`src/rtl/bus_skid_buffer.sv`:
```
// Two-entry skid buffer for a valid/ready bus: forward and backward paths are both
// driven from flops, so the ready chain is broken while one transfer per cycle is kept.
module bus_skid_buffer #(
    parameter int Width = 32
) (
    input  logic             clk,
    input  logic             rst,
    input  logic             valid_i,
    output logic             ready_o,
    input  logic [Width-1:0] data_i,
    output logic             valid_o,
    input  logic             ready_i,
    output logic [Width-1:0] data_o,
    output logic [1:0]       count_o
);

    // Encoding doubles as the occupancy count.
    typedef enum logic [1:0] {
        EMPTY = 2'd0,
        BUSY  = 2'd1,
        FULL  = 2'd2
    } state_t;

    state_t           state_p1;
    state_t           state_nxt;
    logic             ready_en_p1;
    logic [Width-1:0] main_p1;
    logic [Width-1:0] skid_p1;

    logic in_fire;
    logic out_fire;
    logic load_main_in;
    logic load_main_skid;
    logic load_skid;

    assign valid_o  = (state_p1 != EMPTY);
    assign ready_o  = (state_p1 != FULL) && ready_en_p1;
    assign count_o  = state_p1;
    assign data_o   = main_p1;

    assign in_fire  = valid_i && ready_o;
    assign out_fire = valid_o && ready_i;

    always_comb begin
        state_nxt      = state_p1;
        load_main_in   = 1'b0;
        load_main_skid = 1'b0;
        load_skid      = 1'b0;
        case (state_p1)
            EMPTY: begin
                if (in_fire) begin
                    load_main_in = 1'b1;
                    state_nxt    = BUSY;
                end
            end
            BUSY: begin
                if (in_fire && out_fire) begin
                    load_main_in = 1'b1;
                end else if (in_fire) begin
                    load_skid = 1'b1;
                    state_nxt = FULL;
                end else if (out_fire) begin
                    state_nxt = EMPTY;
                end
            end
            FULL: begin
                if (out_fire) begin
                    load_main_skid = 1'b1;
                    state_nxt      = BUSY;
                end
            end
            default: state_nxt = EMPTY;
        endcase
    end

    // ready_en_p1 keeps ready_o low until the first edge after reset release.
    always_ff @(posedge clk or posedge rst) begin
        if (rst) begin
            state_p1    <= EMPTY;
            ready_en_p1 <= 1'b0;
        end else begin
            state_p1    <= state_nxt;
            ready_en_p1 <= 1'b1;
        end
    end

    always_ff @(posedge clk or posedge rst) begin
        if (rst) begin
            main_p1 <= '0;
            skid_p1 <= '0;
        end else begin
            if (load_main_in) begin
                main_p1 <= data_i;
            end else if (load_main_skid) begin
                main_p1 <= skid_p1;
            end
            if (load_skid) begin
                skid_p1 <= data_i;
            end
        end
    end

endmodule

```
`config.mk`:
```
export PLATFORM = sky130hd
export DESIGN_NAME = bus_skid_buffer
export DESIGN_NICKNAME = d
export VERILOG_FILES = /design/src/rtl/bus_skid_buffer.sv
export SDC_FILE = /design/constraint.sdc
export NUM_CORES = 1
export LEC_CHECK = 0
export ABC_AREA = 1
export CAP_MARGIN = 40
export CORE_AREA = 2 2 99 101
export CTS_CLUSTER_DIAMETER = 100
export DETAILED_ROUTE_END_ITERATION = 7
export DIE_AREA = 0 0 101 103
export SETUP_SLACK_MARGIN = 0.15
export SLEW_MARGIN = 20
export SYNTH_ARGS = -nofsm -noshare
export SYNTH_HDL_FRONTEND = slang
export SYNTH_SLANG_ARGS = --single-unit
export TNS_END_PERCENT = 5
```
`constraint.sdc`:
```
create_clock -name clk -period 2.3 [get_ports clk]
set_input_delay 0.69 -clock clk [delete_from_list [all_inputs] [get_ports clk]]
set_output_delay 0.69 -clock clk [all_outputs]
set_load 0.01 [all_outputs]
```
# After elaboration in Yosys (flattened, before gate mapping)
# Cells that the tools add are included.
word_totals:
  reg_bits: 67
  in_bits: 36
  word_cells: 34
classes:
  n_eq_ne: 7
  muxes: 15
  n_reduce_logical: 8
op_table:
  columns: ["operator", "count"]
  rows:
  - ["$mux W32", 2]
  - ["$mux W2", 5]
  - ["$ne A2 B2 Y1 const B", 4]
  - ["$mux W1", 6]
  - ["$pmux W2 S3", 1]
  - ["$logic_and A1 B1 Y1", 4]
  - ["$reduce_and A4 Y1", 1]
  - ["$reduce_bool A2 Y1", 2]
  - ["$ne A3 B3 Y1 const B", 1]
  - ["$eq A2 B1 Y1 const B", 1]
  - ["$eq A2 B2 Y1 const B", 1]
  - ["$logic_not A2 Y1", 1]
  - ["$pmux W1 S2", 1]

# Depth between registers and ports, before layout
# Gate-level depths: netlist of run 1.
depth:
  word_depth: 7
  ltp_mapped: 8
  ltp_nobuf: 7

# Worst setup path before layout of run 1
# OpenSTA, ideal clock, no wires.
synth_path:
  kind: "input to register"
  from: "in ready_i"
  to: "reg state_p1[0], in the netlist count_o[0]"
  setup_ns: 0.126
  arrival_ns: 1.324
  required_time_ns: 2.174
  setup_slack_ns: 0.849
  cell_stages: 7
  path_buffers: 1
  path_cell_list: "inv_2 -> nand2_1 -> nand2_4 -> inv_1 -> nand2_2 -> buf_4 -> nand3_1"
synth_via:
  elab_chain_cells: 4
synth_lines:
  columns: ["element", "line", "rtl"]
  rows:
  - ["from (decl)", "12", "input logic ready_i,"]
  - ["$logic_and A1 B1 Y1 (*)", "42", "assign out_fire = valid_o && ready_i;"]
  - ["$logic_and A1 B1 Y1", "57", "if (in_fire && out_fire) begin"]
  - ["$ne A2 B2 Y1 (no line)", null, null]
  - ["$reduce_and A4 Y1 (no line) (*)", null, null]
  - ["to (signal assigned)", "82", "state_p1 <= state_nxt;"]
  - ["to (decl)", "24", "state_t state_p1;"]
# Every way passes the cells marked *; elsewhere a longest branch is shown, timed or not.
# A chain may end at the register's enable or synchronous reset.

# Worst setup path in the final report of run 1
layout_path:
  from: "reg state_p1[1], in the netlist count_o[1]"
  to: "out count_o[1]"
layout_lines:
  columns: ["element", "line", "rtl"]
  rows:
  - ["to (decl)", "14", "output logic [1:0] count_o"]
# No word-level cell between the ends.

==> impl_metrics.toml, run 1 <==
[worst_hold_path]
worstHoldStart = "skid_p1[16]"
hp-class = "flop to flop"

[route]
drc_errors = 0
drt_wl_total_um = 7570
detail-route-antenna-nets = 0
drt_iter0_markers = 149
via_count = 2748
avgRoutedWirePerCell_um = 12.7
dr.pass1.iters = 4
vias_per_cell = 4.60

[setup_path]
startpoint_type = "flop"
crit_type = "flop to output port"
cpMaxStageDelayCell = "clkdlybuf4s50_1"
cp.required_ns = 1.61
crit_path_end_kind = "output port"
cp.arrival_ns = 1.39
critPathBufInv = 2
crit_fanout = 2
crit_start = "count_o[1]"
crit_path_max_incr_delay_ns = 0.52
r2r-start = "count_o[1]"
cp_cell_sequence = "buf_4 > clkdlybuf4s50_1"
crit_family = "buffers and inverters"

[clock_tree]
cts_made_buffers = 9
insertion_delay_ns = 0.34
cts.clk_slew.worst_paths_ns = 0.07
cts-root-buf = "clkbuf_8"
clock-sinks = 67
h-tree-depth = 3
cts_tree = "built"
clock_path_buffers = 2

[layout]
fin_area_um2 = 4280
stdcell_count = 597
antenna_cells = 0
layout.nets = 515
area_delta_synth_final_pct = 32.9
drive_gt1_frac = 0.114

[synth]
synth_area_um2 = 3220
yosysTopAreaCell = "dfrtp_1"
synth-main-ff-cell = "dfrtp_1"
yosys.cell_count.top_type = "nand2_1"
synth.top_cell.area_share = 0.521
synth_cell_type_count = 20
synthCells = 404
ys_seq_area_frac = 0.521
ys_top_cells_by_count = "153 x nand2_1, 67 x dfrtp_1, 64 x o21ai_0"
syn_avg_cell_area_um2 = 7.97
synth_edf_count = 0
yosys_warnings = 0
ys_ff_latch = 67
async_reset_ff_frac = 1.00
synth_area_leaders = "dfrtp_1 52%, nand2_1 18%, o21ai_0 9.9%, nand3_1 5.1%, inv_1 4.3%"
syn-num-nets = 440

[timing]
min_period_ns = 2.08
grt_setup_unrepaired = "false"
worst_hold_slack_ns = 0.488
fin_setup_tns_ns = 0
hold_violations = 0
setup_viol = 0
slew_violations = 0
skew_ns = 0.0112
period_share = 0.902
max_freq_mhz = 482

[grt]
grt_pass1_wl_um = 12700
grt_pass1_vias = 2664
grt_overflow_total = 0
antenna_found_initial = 0
grtUsageTotal = 0.159
grt_max_degree = 47

[place]
postPlaceCellArea_um2 = 4070
numPortBuffers = 71
dp_cells = 580
dp.final_hpwl_um = 5180
place_congestion = 0.739

[power_and_ir_drop]
p_leak_nw = 2.05
p_per_area_nw_per_um2 = 841
worst_ir_drop_vdd_uv = 339

[job]
max-cap-violations = 0

[floorplan]
top_level_ports = 72
coreArea_um2 = 9460
fp.dieH_um = 103
fp.dieArea_um2 = 10400
die_w_um = 101
start_util = 0.340
rows = 36

[outcome]
status = "finished, final reports clean"
[layout by cell type, fill, tap and decap left out, drive strengths merged]
master,n
a21oi,1
buf,17
bufinv,1
clkbuf,9
clkdlybuf4s50,69
clkinv,3
clkinvlp,3
conb,1
dfrtp,67
dlygate4sd2,1
dlymetal6s2s,1
inv,40
nand2,166
nand3,34
nand4,2
nor2,4
o21ai,64
[report_power, final]
group | switching [W] | internal, W | total (W)
combinational | 0.000448 | 0.000504 | 0.000952
sequential | 0.000178 | 0.00151 | 0.00168
clock | 0.000468 | 0.000496 | 0.000964
[cells by family (layout without fill, tap and decap cells)]
group,after synthesis,count (layout),share of synthesized area
buffers and inverters,65,144,0.0963
AOI/OAI and AO/OA,65,65,0.101
other,1,1,0.00116
DFF,67,67,0.521
and+or+nand+nor,206,206,0.281
[worst min-delay path: cells and delay by family (launching register included)]
kind               cells  cell delay, ns
AOI/OAI and AO/OA      1            0.06
and+or+nand+nor        1            0.05
DFF                    1            0.35
[per-stage QoR]
| step | setup WS, ns | total power [W] | utilization |
|---|---|---|---|
| 6_report | 0.224 | 0.00360 | 0.452 |
| 5_1_grt | 0.168 | 0.00386 | 0.452 |
| 4_1_cts | 0.0651 | 0.00366 | 0.452 |
| 3_5_place_dp | 0.167 | 0.00267 | 0.430 |
| 3_3_place_gp | 0.169 | 0.00264 | 0.430 |
| 2_1_floorplan | 0.849 | 0.00217 | - |
[metal layers]
metal  GRT usage  vias to the layer above  part of all wire
li1            -                     1408                 -
met1       0.202                     1257              0.45
met2       0.260                       70              0.47
met3      0.0339                       13             0.054
met4      0.0790                        0             0.022
met5           0                        -                 0
[sequential cells by signal (all words and copies together), names as in the netlist]
signal	cells
skid_p1	32
data_o	32
count_o	2
ready_en_p1	1
[final cells by class]
| cell class | count | area, um2 |
|---|---|---|
| multi-input cells | 272 | 1230 |
| inverters | 41 | 158 |
| fillers | 954 | 5180 |
| repair buffers | 88 | 877 |
| flip-flops and latches | 67 | 1680 |
| clock buffers | 9 | 124 |
| well taps | 114 | 143 |
| clock inverters | 6 | 67.6 |
[worst paths after layout]
check / end / slack [ns] / depth (start not counted)
max: count_o[1] / 0.22 / 2
min: skid_p1[16] / 0.49 / 2
max reg2reg: skid_p1[10] / 0.82 / 8
min reg2reg: skid_p1[16] / 0.49 / 2
max in group asynchronous: skid_p1[8] / 1.28 / 3
min in group asynchronous: skid_p1[30] / 0.76 / 3
[timing repair]
item,in CTS,in global routing
gates resized for setup,1,1
hold buffers,0,0
cloned,0,0
endpoints found under the setup margin,2,1
buffers inserted,2,0
Power figures use the tool's default switching activity.
==> inputs of run 2 (changes only) <==
==> constraint.sdc (replaced) <==
create_clock -name clk -period 1.8 [get_ports clk]
set_input_delay 0.54 -clock clk [delete_from_list [all_inputs] [get_ports clk]]
set_output_delay 0.54 -clock clk [all_outputs]
set_load 0.01 [all_outputs]
==> run 2 against run 1 <==
  * Register-to-register slack worse by 0.48 ns
  * Core utilization is 0.95 points higher
  * Clock power grew 38%
  * Critical endpoint is now ready_o
  * Largest power group unchanged
  * Hold slack got worse by 0.0047 ns
==> impl_metrics.toml, run 2 (synthesis results as in run 1) <==
[setup_path]
crit_fanout = 3
r2r.worst_path.cells = 8
crit_family = "flip-flops"
cpMaxStageDelayCell = "dfrtp_1"
worstSetupPathDepth = 5
crit_start = "count_o[1]"
cp.required_ns = 1.26
crit_path_end_kind = "output port"
worstReg2RegEnd = "skid_p1[24]"
startpoint_type = "flop"
ff2ff_setup_slack_ns = 0.34
r2r-start = "count_o[1]"
cp_cell_sequence = "buf_6 > nand2_4 > nand2_4 > inv_2 > buf_6"
crit_path_max_incr_delay_ns = 0.40
crit_type = "flop to output port"
cp.arrival_ns = 1.10
critPathBufInv = 3

[grt]
grt_pass1_wl_um = 13100
grt_max_degree = 47
grtUsageTotal = 0.162
grt_pass1_vias = 2737
grt_overflow_total = 0
antenna_found_initial = 0

[worst_hold_path]
holdPathStages = 2
hp-class = "flop to flop"
worstHoldEndpoint = "skid_p1[15]"
worstHoldStart = "skid_p1[15]"

[clock_tree]
h-tree-depth = 3
clock-sinks = 67
cts-root-buf = "clkbuf_8"
cts.clk_slew.worst_paths_ns = 0.07
cts_made_buffers = 9
clock_path_buffers = 2
insertion_delay_ns = 0.34
cts_tree = "built"

[timing]
max_freq_mhz = 608
skew_ns = 0.00784
slew_violations = 0
grt_setup_unrepaired = "true"
fin_setup_tns_ns = 0
min_period_ns = 1.64
setup_viol = 0
period_share = 0.914
hold_violations = 0

[power_and_ir_drop]
p_per_area_nw_per_um2 = 1050
p_total_w = 0.00459
power_frac_comb = 0.243
seqPwrFrac = 0.467
p_leak_nw = 2.16
swShare = 0.297
internal-power_w = 0.00323
switchingPower_w = 0.00136
clock_power_share = 0.290
worst_ir_drop_vdd_uv = 344

[place]
numPortBuffers = 71
dp.final_hpwl_um = 5270
place_congestion = 0.741
postPlaceCellArea_um2 = 4160

[layout]
antenna_cells = 0
area_delta_synth_final_pct = 35.7
fin_area_um2 = 4370
layout_common_cells = "152 x nand2_1, 67 x dfrtp_1, 64 x o21ai_0, 35 x inv_1, 35 x clkdlybuf4s50_1"
final_common_cell = "nand2_1"
fin_util = 0.462
layout.nets = 521
drive_gt1_frac = 0.131

[route]
avgRoutedWirePerCell_um = 12.8
detail-route-antenna-nets = 0
dr.pass1.iters = 4
drt_wl_total_um = 7720
drt_iter0_markers = 150
via_count = 2775
vias_per_cell = 4.60
drc_errors = 0

[job]
max-cap-violations = 0

[floorplan]
fp.dieH_um = 103
start_util = 0.340
fp.dieArea_um2 = 10400
coreArea_um2 = 9460
top_level_ports = 72
die_w_um = 101
rows = 36

[outcome]
status = "finished, final reports clean"
run 2: cell count changes in the layout (fill, tap and decap cells not counted), moves of 2 or more:
cell / previous run / this run
dlygate4sd2_1: 1 / 33
buf_12: 3 / 8
buf_6: 0 / 2
clkdlybuf4s50_1: 69 / 35
clkinvlp_4: 3 / 1
run 2: metal layers:
metal	global-route usage	vias up	wire length (um)
met2	0.276	64	3670
met4	0.0728	0	178
met3	0.0359	15	395
li1	-	1424	-
met5	0	-	0
met1	0.198	1272	3480
run 2: repair_timing:
action                                  CTS  global route
hold buffers                              0             0
pin swaps                                 1             0
endpoints found under the setup margin   36             4
gates resized for setup                  49             0
endpoints found under the hold margin     0             0
buffers inserted                          2             2
run 2: worst max path at each step:
stage / endpoint / slack, ns
global placement: data_o[11] / -0.09
floorplan: count_o[0] / 0.50
CTS: valid_o / 0.11
finish: ready_o / 0.16
global route: ready_o / 0.11
detailed placement: data_o[18] / -0.11
run 2: worst reg2reg max path, stage by stage (launching register included):
cell and delay, ns:
dfrtp_1 0.40, buf_4 0.15, inv_4 0.04, buf_4 0.12
nand4_1 0.11, nor2_2 0.12, inv_2 0.07, buf_12 0.16
o21ai_0 0.20
run 2: through the flow:
stage	instances	setup slack, ns	hold WS, ns
2_1_floorplan	404	0.499	0.453
3_3_place_gp	584	-0.0893	0.466
3_5_place_dp	584	-0.107	0.473
4_1_cts	601	0.114	0.491
5_1_grt	603	0.108	0.509
6_report	603	0.155	0.483
run 2: cell type report:
class	instances	area (um2)
sequential	67	1680
multi-input combinational	272	1240
clock buffer	10	128
clock inverter	5	78.8
tap	114	143
inverter	41	160
fill	944	5090
timing repair buffer	94	942
run 2: power by group through the flow:
stage | Clock (W) | Sequential, W | Combinational, W
after floorplan | 0 | 0.00223 | 0.000546
after global placement | 0 | 0.00217 | 0.00123
after detailed placement | 0 | 0.00219 | 0.00125
after CTS | 0.00137 | 0.00215 | 0.00113
after global routing | 0.00145 | 0.00220 | 0.00128
final | 0.00133 | 0.00215 | 0.00112
==> inputs of run 3 (changes only) <==
--- a/config.mk
+++ b/config.mk
@@ -11,6 +11,8 @@
 export CTS_CLUSTER_DIAMETER = 100
 export DETAILED_ROUTE_END_ITERATION = 7
 export DIE_AREA = 0 0 101 103
+export GPL_TIMING_DRIVEN = 0
+export MAX_ROUTING_LAYER = met4
 export SETUP_SLACK_MARGIN = 0.15
 export SLEW_MARGIN = 20
 export SYNTH_ARGS = -nofsm -noshare
==> run 3 against run 2 <==
  * Critical path depth stayed put
  * Flip-flop and latch count stayed put
  * Setup slack worse by 0.037 ns
  * Highest routed layer unchanged
  * Global-route usage is 0.45 points higher
  * Sequential power hardly changed
  * Count of clock-buffer cells in the layout is 3 higher
  * Critical endpoint unchanged
  * Maximum frequency is 2.2% lower
  * Clock skew is 0.0029 ns higher
  * Sequential share of layout area is 0.48 points higher
==> impl_metrics.toml, run 3 (synthesis results as in run 1) <==
[outcome]
status = "finished, final reports clean"

[route]
wl_met3_um = 449
via_count = 2848
detail-route-antenna-nets = 0
dr.pass1.iters = 4
drc_errors = 0
m1WireLength_um = 3600
drt_wl_total_um = 7920
topRoutingLayerUsed = "met4"
wl_met2_um = 3760
drt_iter0_markers = 86
vias_per_cell = 4.67
avgRoutedWirePerCell_um = 13.0

[worst_hold_path]
holdPathStages = 2
worstHoldEndpoint = "skid_p1[16]"
worstHoldStart = "skid_p1[16]"
hp-class = "flop to flop"

[clock_tree]
cts.clk_slew.worst_paths_ns = 0.06
insertion_delay_ns = 0.35
clock_path_buffers = 2
cts-root-buf = "clkbuf_8"
h-tree-depth = 3
clock-sinks = 67
cts_made_buffers = 9
cts_tree = "built"

[grt]
grt_overflow_total = 0
antenna_found_initial = 0
grt_max_degree = 31
grtUsageTotal = 0.167
grt_pass1_wl_um = 13100
grt_pass1_vias = 2701

[timing]
hold_violations = 0
worst_hold_slack_ns = 0.485
period_share = 0.934
max_freq_mhz = 595
grt_setup_unrepaired = "true"
skew_ns = 0.0107
setup_viol = 0
slew_violations = 0
min_period_ns = 1.68

[layout]
final_common_cell = "nand2_1"
fin_area_um2 = 4320
antenna_cells = 0
drive_gt1_frac = 0.141
fin_util = 0.456
area_delta_synth_final_pct = 34.0
stdcell_count = 610
layout_common_cells = "152 x nand2_1, 67 x dfrtp_1, 61 x o21ai_0, 35 x inv_1, 34 x dlygate4sd2_1"
layout.nets = 528

[power_and_ir_drop]
worst_ir_drop_vdd_uv = 362
p_total_w = 0.00451
p_leak_nw = 2.16
p_per_area_nw_per_um2 = 1050

[setup_path]
r2r.worst_path.cells = 8
cpMaxStageDelayCell = "dfrtp_1"
crit_family = "flip-flops"
r2r-start = "count_o[1]"
ff2ff_setup_slack_ns = 0.26
crit_type = "flop to output port"
cp_cell_sequence = "buf_6 > nand2_4 > nand2_4 > inv_2 > buf_6"
startpoint_type = "flop"
crit_fanout = 3
critPathBufInv = 3
cp.required_ns = 1.26
crit_path_max_incr_delay_ns = 0.42
worstReg2RegEnd = "data_o[12]"
cp.arrival_ns = 1.14
crit_path_end_kind = "output port"

[floorplan]
top_level_ports = 72
coreArea_um2 = 9460
start_util = 0.340
fp.dieH_um = 103
die_w_um = 101
fp.dieArea_um2 = 10400
rows = 36

[place]
dp_cells = 591
dp.final_hpwl_um = 5640
numPortBuffers = 71
place_congestion = 0.800
postPlaceCellArea_um2 = 4120

[job]
max-cap-violations = 0
==> run 3: cell types whose count changed in the layout (fill, tap and decap cells not counted), moves of 2 or more <==
| cell | before | now |
|---|---|---|
| clkbuf_8 | 9 | 11 |
| o21ai_1 | 0 | 3 |
| buf_6 | 2 | 6 |
| clkbuf_2 | 0 | 9 |
| buf_2 | 1 | 8 |
| o21ai_0 | 64 | 61 |
| buf_12 | 8 | 2 |
| clkdlybuf4s50_1 | 35 | 33 |
| buf_4 | 14 | 5 |
==> run 3: routing by layer <==
metal  GRT usage  vias to the layer above
li1            -                     1435
met2       0.270                       66
met1       0.204                     1336
met5           -                        -
met3      0.0400                       11
met4      0.0593                        0
==> run 3: through the flow <==
step,worst slack [ns],TNS (ns)
3_5_place_dp,-0.242,-11.92
3_3_place_gp,-0.354,-34.33
5_1_grt,0.0742,0
4_1_cts,0.127,0
2_1_floorplan,0.499,0
6_report,0.118,0
==> run 3: worst max-delay path by stage <==
stage | startpoint | end | slack, ns | cells after the start
final | count_o[1] | ready_o | 0.12 | 5
after global routing | count_o[1] | ready_o | 0.07 | 5
after CTS | count_o[1] | ready_o | 0.13 | 5
after detailed placement | ready_i | data_o[12] | -0.24 | 9
after global placement | rst | data_o[14] | -0.35 | 2
after floorplan | ready_i | count_o[0] | 0.50 | 7
==> run 3: worst reg2reg max path: stages (launching register included) <==
cell and delay [ns]:
dfrtp_1 0.40, buf_6 0.12, nand2_4 0.05, buf_4 0.15, nor2_4 0.17, inv_1 0.16
buf_2 0.22, nand3_1 0.12, nand2_1 0.05
==> run 3: layout make-up <==
cell class,count,area (um2)
fillers,966,5140
flip-flops and latches,67,1680
multi-input cells,272,1240
repair buffers,77,741
plain buffers,24,163
clock buffers,13,159
inverters,41,158
well taps,114,143
clock inverters,2,35.0
==> run 3: power breakdown <==
part	internal [W]	leakage (nW)	total, W	switching (W)
Combinational	0.000526	1.24	0.00111	0.000586
Clock	0.000707	0.0995	0.00125	0.000547
Sequential	0.00192	0.818	0.00215	0.000221
Total	0.00316	2.16	0.00451	0.00135
==> run 3: timing repair <==
action,CTS,global route
pin swaps,2,0
hold endpoints to repair,0,0
hold buffers,0,0
resized for setup,51,4
setup buffers,4,0
endpoints found under the setup margin,54,34
